## src/rtl/mem_port_arbiter.sv

```systemverilog
// N-master to 1-slave memory arbiter, fixed-priority or round-robin, with optional slave timeout.
// Latency: grant in IDLE, slave request next cycle, completion same cycle as slv_ready_i; masters wait on m_ready_o.
module mem_port_arbiter #(
  parameter int N_PORTS = 2,
  parameter int ADDR_W  = 32,
  parameter int DATA_W  = 32,
  parameter int RR_MODE = 0,
  parameter int TIMEOUT = 0
) (
  input  logic                           clk,
  input  logic                           rst,
  input  logic [N_PORTS-1:0]             m_valid_i,
  input  logic [N_PORTS*ADDR_W-1:0]      m_addr_i,
  input  logic [N_PORTS*DATA_W-1:0]      m_wdata_i,
  input  logic [N_PORTS*DATA_W/8-1:0]    m_we_i,
  output logic [N_PORTS-1:0]             m_ready_o,
  output logic [N_PORTS-1:0]             m_err_o,
  output logic [DATA_W-1:0]              m_rdata_o,
  output logic                           slv_valid_o,
  input  logic                           slv_ready_i,
  output logic [ADDR_W-1:0]              slv_addr_o,
  output logic [DATA_W-1:0]              slv_wdata_o,
  output logic [DATA_W/8-1:0]            slv_we_o,
  input  logic [DATA_W-1:0]              slv_rdata_i,
  output logic                           busy_o,
  output logic [$clog2(N_PORTS)-1:0]     grant_o
);

  localparam int GW    = $clog2(N_PORTS);
  localparam int BE_W  = DATA_W / 8;
  localparam int CNT_W = (TIMEOUT > 1) ? $clog2(TIMEOUT) : 1;
  localparam logic [CNT_W-1:0] CNT_LAST = CNT_W'((TIMEOUT > 0) ? TIMEOUT - 1 : 0);

  typedef enum logic {IDLE, BUSY} state_t;

  state_t             state;
  logic [GW-1:0]      grant;
  logic [GW-1:0]      rr_ptr;
  logic [GW-1:0]      base;
  logic [GW-1:0]      pick;
  logic [GW-1:0]      grant_inc;
  logic [CNT_W-1:0]   wait_cnt;
  logic               busy;
  logic               sel_valid;
  logic               timeout_hit;
  logic               done;
  logic [N_PORTS-1:0] grant_oh;

  // Scan downward from base+N-1 so the last hit is the first requester at or after base.
  always_comb begin
    base = (RR_MODE != 0) ? rr_ptr : '0;
    pick = '0;
    for (int i = N_PORTS - 1; i >= 0; i--) begin
      if (m_valid_i[(int'(base) + i) % N_PORTS])
        pick = GW'((int'(base) + i) % N_PORTS);
    end
  end

  always_comb begin
    busy        = (state == BUSY);
    sel_valid   = m_valid_i[grant];
    timeout_hit = (TIMEOUT != 0) && (wait_cnt == CNT_LAST);
    done        = busy && sel_valid && (slv_ready_i || timeout_hit);
    grant_oh    = N_PORTS'(1) << grant;
    grant_inc   = (grant == GW'(N_PORTS - 1)) ? '0 : grant + GW'(1);
  end

  // A response arriving on the timeout cycle counts as a normal completion.
  assign m_ready_o   = done ? grant_oh : '0;
  assign m_err_o     = (done && !slv_ready_i) ? grant_oh : '0;
  assign m_rdata_o   = slv_rdata_i;
  assign slv_valid_o = busy;
  assign slv_addr_o  = busy ? m_addr_i[grant*ADDR_W +: ADDR_W] : '0;
  assign slv_wdata_o = busy ? m_wdata_i[grant*DATA_W +: DATA_W] : '0;
  assign slv_we_o    = busy ? m_we_i[grant*BE_W +: BE_W] : '0;
  assign busy_o      = busy;
  assign grant_o     = grant;

  always_ff @(posedge clk or posedge rst) begin
    if (rst) begin
      state    <= IDLE;
      grant    <= '0;
      rr_ptr   <= '0;
      wait_cnt <= '0;
    end else begin
      case (state)
        IDLE: begin
          wait_cnt <= '0;
          if (|m_valid_i) begin
            grant <= pick;
            state <= BUSY;
          end
        end
        BUSY: begin
          if (!sel_valid) begin
            // Master withdrew its request: drop it silently, fairness pointer untouched.
            state    <= IDLE;
            wait_cnt <= '0;
          end else if (slv_ready_i || timeout_hit) begin
            state    <= IDLE;
            rr_ptr   <= grant_inc;
            wait_cnt <= '0;
          end else begin
            wait_cnt <= wait_cnt + CNT_W'(1);
          end
        end
      endcase
    end
  end

endmodule

```

## config.mk

```make
export PLATFORM = sky130hd
export DESIGN_NAME = mem_port_arbiter
export DESIGN_NICKNAME = d
export VERILOG_FILES = /design/src/rtl/mem_port_arbiter.sv
export SDC_FILE = /design/constraint.sdc
export NUM_CORES = 1
export LEC_CHECK = 0
export CAP_MARGIN = 0
export CORE_AREA = 2 2 110 112
export CTS_BUF_LIST = sky130_fd_sc_hd__clkbuf_4 sky130_fd_sc_hd__clkbuf_8
export DETAILED_ROUTE_END_ITERATION = 6
export DIE_AREA = 0 0 112 114
export HOLD_SLACK_MARGIN = 0.12
export SLEW_MARGIN = 10
export SYNTH_ARGS = -nofsm -noshare
export SYNTH_HDL_FRONTEND = slang
export SYNTH_SLANG_ARGS = --single-unit
```

## constraint.sdc

```tcl
create_clock -name clk -period 1.1 [get_ports clk]
set_input_delay 0.11 -clock clk [delete_from_list [all_inputs] [get_ports clk]]
set_output_delay 0.11 -clock clk [all_outputs]
set_load 0.02 [all_outputs]
```

==> metrics.yaml, run 1 <==
grt_pass1_vias: 2028
r2r_cells: 4
path_delay_family: "flip-flops"
clk_transition_reported_paths_ps: 30
nFillCells: 1131
stdcell_area_sq_um: 4700
initial_core_util_pct: 14.0
leakage_nw: 2.01
fin_crit_sh_pct: 155
path_class: "reg -> out"
status: "finished with violations"
final_hold_viol_count: 0
totalWireLength_mm: 8.58
cp.buffers_inverters: 2
dieArea_sq_um: 12800
placed_area_sq_um: 3960
drv_slew: 0
syn_area_sq_um: 1640
area_growth_syn_to_layout_pct: 186
power_density_nw_per_um2: 1480
wire_per_inst_um: 15.2
cts_root_buf: "clkbuf_8"
maxCapViolations: 0
hp-class: "in -> out"
finalCriticalPeriod_ps: 1700
synth-warning-count: 0
slowest_stage: "dfrtp_4"
grt_setup_unrepaired: "yes"
grt_max_degree: 33
timing.critical_path.from: "grant_o$_DFFE_PP0P_"
portBuffers: 213
antenna_cells: 0
grt_pass1_wl_mm: 10.7
dr.pass1.iters: 4
endpoint: "slv_wdata_o[14]"
cp-start-kind: "flip-flop"
nets: 592
avgSynthCellArea_sq_um: 8.20
antenna_found_initial: 0
irDropWorstVdd_mv: 0.758
vias: 2226
cts_max_path_buffers: 2
drtIter0Drc: 43
cp_max_fo: 12
track_usage_pct: 10.5
pin_count: 280
fin_total_pwr_mw: 6.97
die_y_um: 114
synth.distinct_cells: 15
cts_sinks: 2
grt.overflow.total: 0
cts_htree_levels: 1
path_cells: "clkbuf_16, mux2i_1, nor2b_2, dlygate4sd2_1"
fp.dieW_um: 112
violations: "setup timing"
drc: 0
place_congestion: 0.749
finClkSkew_ps: 2.88
cts_tree: "done"
avgViaCountPerCell: 3.95
fin_ws_ps: -601
layout-drive-gt1-share_pct: 54.4
core-area_sq_um: 11700
setup_violations: 74
postRouteAntennaNets: 0
r2r-end: "busy_o$_DFF_PP0_"
hpwl_mm: 5.84
clock.fmax_mhz: 588
cp-end-kind: "output pin"
syn_inst: 200
arrival_ps: 1590
rr_startpoint: "grant_o$_DFFE_PP0P_"
synth.yosys.seq_area_share_pct: 3.05
cts_made_buffers: 3
rows: 40
crit_required_ps: 990
ys_seq_elements: 2
crit_path_max_incr_delay_ps: 550
worst-path-stages: 4
clkLatencyLatePin_ps: 210
rrSetupSlack_ps: -90
-- flip-flops by register name (all words and copies together) (netlist names) --
signal   flops
grant_o      1
busy_o       1
-- cells by family after synthesis --
logic type	count (synthesis)	synth area share, %
AND/OR/NAND/NOR	73	28.0
flip-flops	2	3.05
multiplexers	69	42.1
buffers and inverters	53	25.9
other	1	0.229
AO/OA/AOI/OAI	2	0.686
-- stage by stage --
step / TNS (ps) / std cells / setup WS (ps) / utilization, % / hold slack [ps]
after floorplan: -7310 / 201 / -115 / - / -149
after global placement: -40810 / 519 / -616 / 33.8 / 220
after detailed placement: -41850 / 519 / -625 / 33.8 / 220
after CTS: -32590 / 531 / -609 / 34.7 / 220
after global routing: -34830 / 564 / -661 / 40.1 / 220
final: -31380 / 564 / -601 / 40.1 / 220
-- report_power, final --
part / switching (mW) / internal (mW)
logic: 2.63 / 3.87
clock network: 0.0531 / 0.231
registers: 0.0758 / 0.105
-- area by class of cell --
type | instances | area (sq um) | area share [%]
clock buffer | 3 | 41.3 | 0.879
tap | 147 | 184 | 3.91
timing repair buffer | 264 | 2780 | 59.1
multi-input combinational | 146 | 1630 | 34.7
inverter | 2 | 7.51 | 0.160
sequential | 2 | 55.1 | 1.17
-- cells in the mapped netlist (all sizes together) --
cell     n  area, sq um
and4     2         17.5
inv      2         7.51
nor2     1         3.75
o22ai    1         6.26
nor2b   69          432
nand2b   1         6.26
dfrtp    2         50.1
conb     1         3.75
mux2i   69          691
buf     44          392
clkbuf   7         26.3
a21oi    1         5.00
-- worst register-to-register path: cells and delay by family, from the launching register on --
kind                   cells  cell delay [ps]
DFF                        1              550
buffers and inverters      2              300
muxes                      1              140
AOI/OAI and AO/OA          1               80
-- cell usage in the layout (no fill, tap or decap) --
cell	count
buf_16	2
buf_4	44
a21oi_1	1
conb_1	2
o22ai_1	1
nor2b_1	1
and4_4	2
dlygate4sd3_1	1
nand2b_1	1
nor2b_4	13
buf_2	3
nor2b_2	55
mux2i_2	16
nor2_1	1
clkbuf_8	3
clkbuf_16	3
dfrtp_2	1
mux2i_4	13
dfrtp_4	1
buf_6	58
inv_2	1
clkdlybuf4s50_1	140
buf_12	10
buf_8	2
mux2i_1	40
inv_1	1
dlygate4sd2_1	1
-- how the worst min path moves through the flow --
stage          cells after the start       startpoint          endpoint
2_1_floorplan                      1              rst  busy_o$_DFF_PP0_
3_3_place_gp                       0   slv_rdata_i[2]      m_rdata_o[2]
3_5_place_dp                       0   slv_rdata_i[2]      m_rdata_o[2]
4_1_cts                            0   slv_rdata_i[2]      m_rdata_o[2]
5_1_grt                            0  slv_rdata_i[29]     m_rdata_o[29]
6_report                           0   slv_rdata_i[8]      m_rdata_o[8]
-- routing by layer --
| layer | global-route usage (%) | wire [um] | vias up | share of wire (%) |
|---|---|---|---|---|
| li1 | - | - | 1062 | - |
| met1 | 10.8 | 2940 | 1000 | 34 |
| met2 | 20.7 | 4670 | 150 | 54 |
| met3 | 2.76 | 826 | 14 | 9.6 |
| met4 | 3.58 | 144 | 0 | 1.7 |
| met5 | 0 | 0 | - | 0 |
-- timing repair --
| action | 4_1_cts | 5_1_grt |
|---|---|---|
| hold endpoints to repair | 2 | 0 |
| hold buffers | 1 | 0 |
| setup buffers | 5 | 30 |
| setup endpoints to repair | 74 | 75 |
| cloned | 3 | 4 |
| gates resized for setup | 246 | 209 |
Note: power is estimated with default switching activity, not from simulation.
==> inputs of run 2 (changes only) <==
--- a/config.mk
+++ b/config.mk
@@ -10,6 +10,7 @@
 export CTS_BUF_LIST = sky130_fd_sc_hd__clkbuf_4 sky130_fd_sc_hd__clkbuf_8
 export DETAILED_ROUTE_END_ITERATION = 6
 export DIE_AREA = 0 0 112 114
+export GPL_ROUTABILITY_DRIVEN = 0
 export HOLD_SLACK_MARGIN = 0.12
 export SLEW_MARGIN = 10
 export SYNTH_ARGS = -nofsm -noshare
==> results of run 2 <==
Final layout, timing and power as in run 1 (identical DEF).
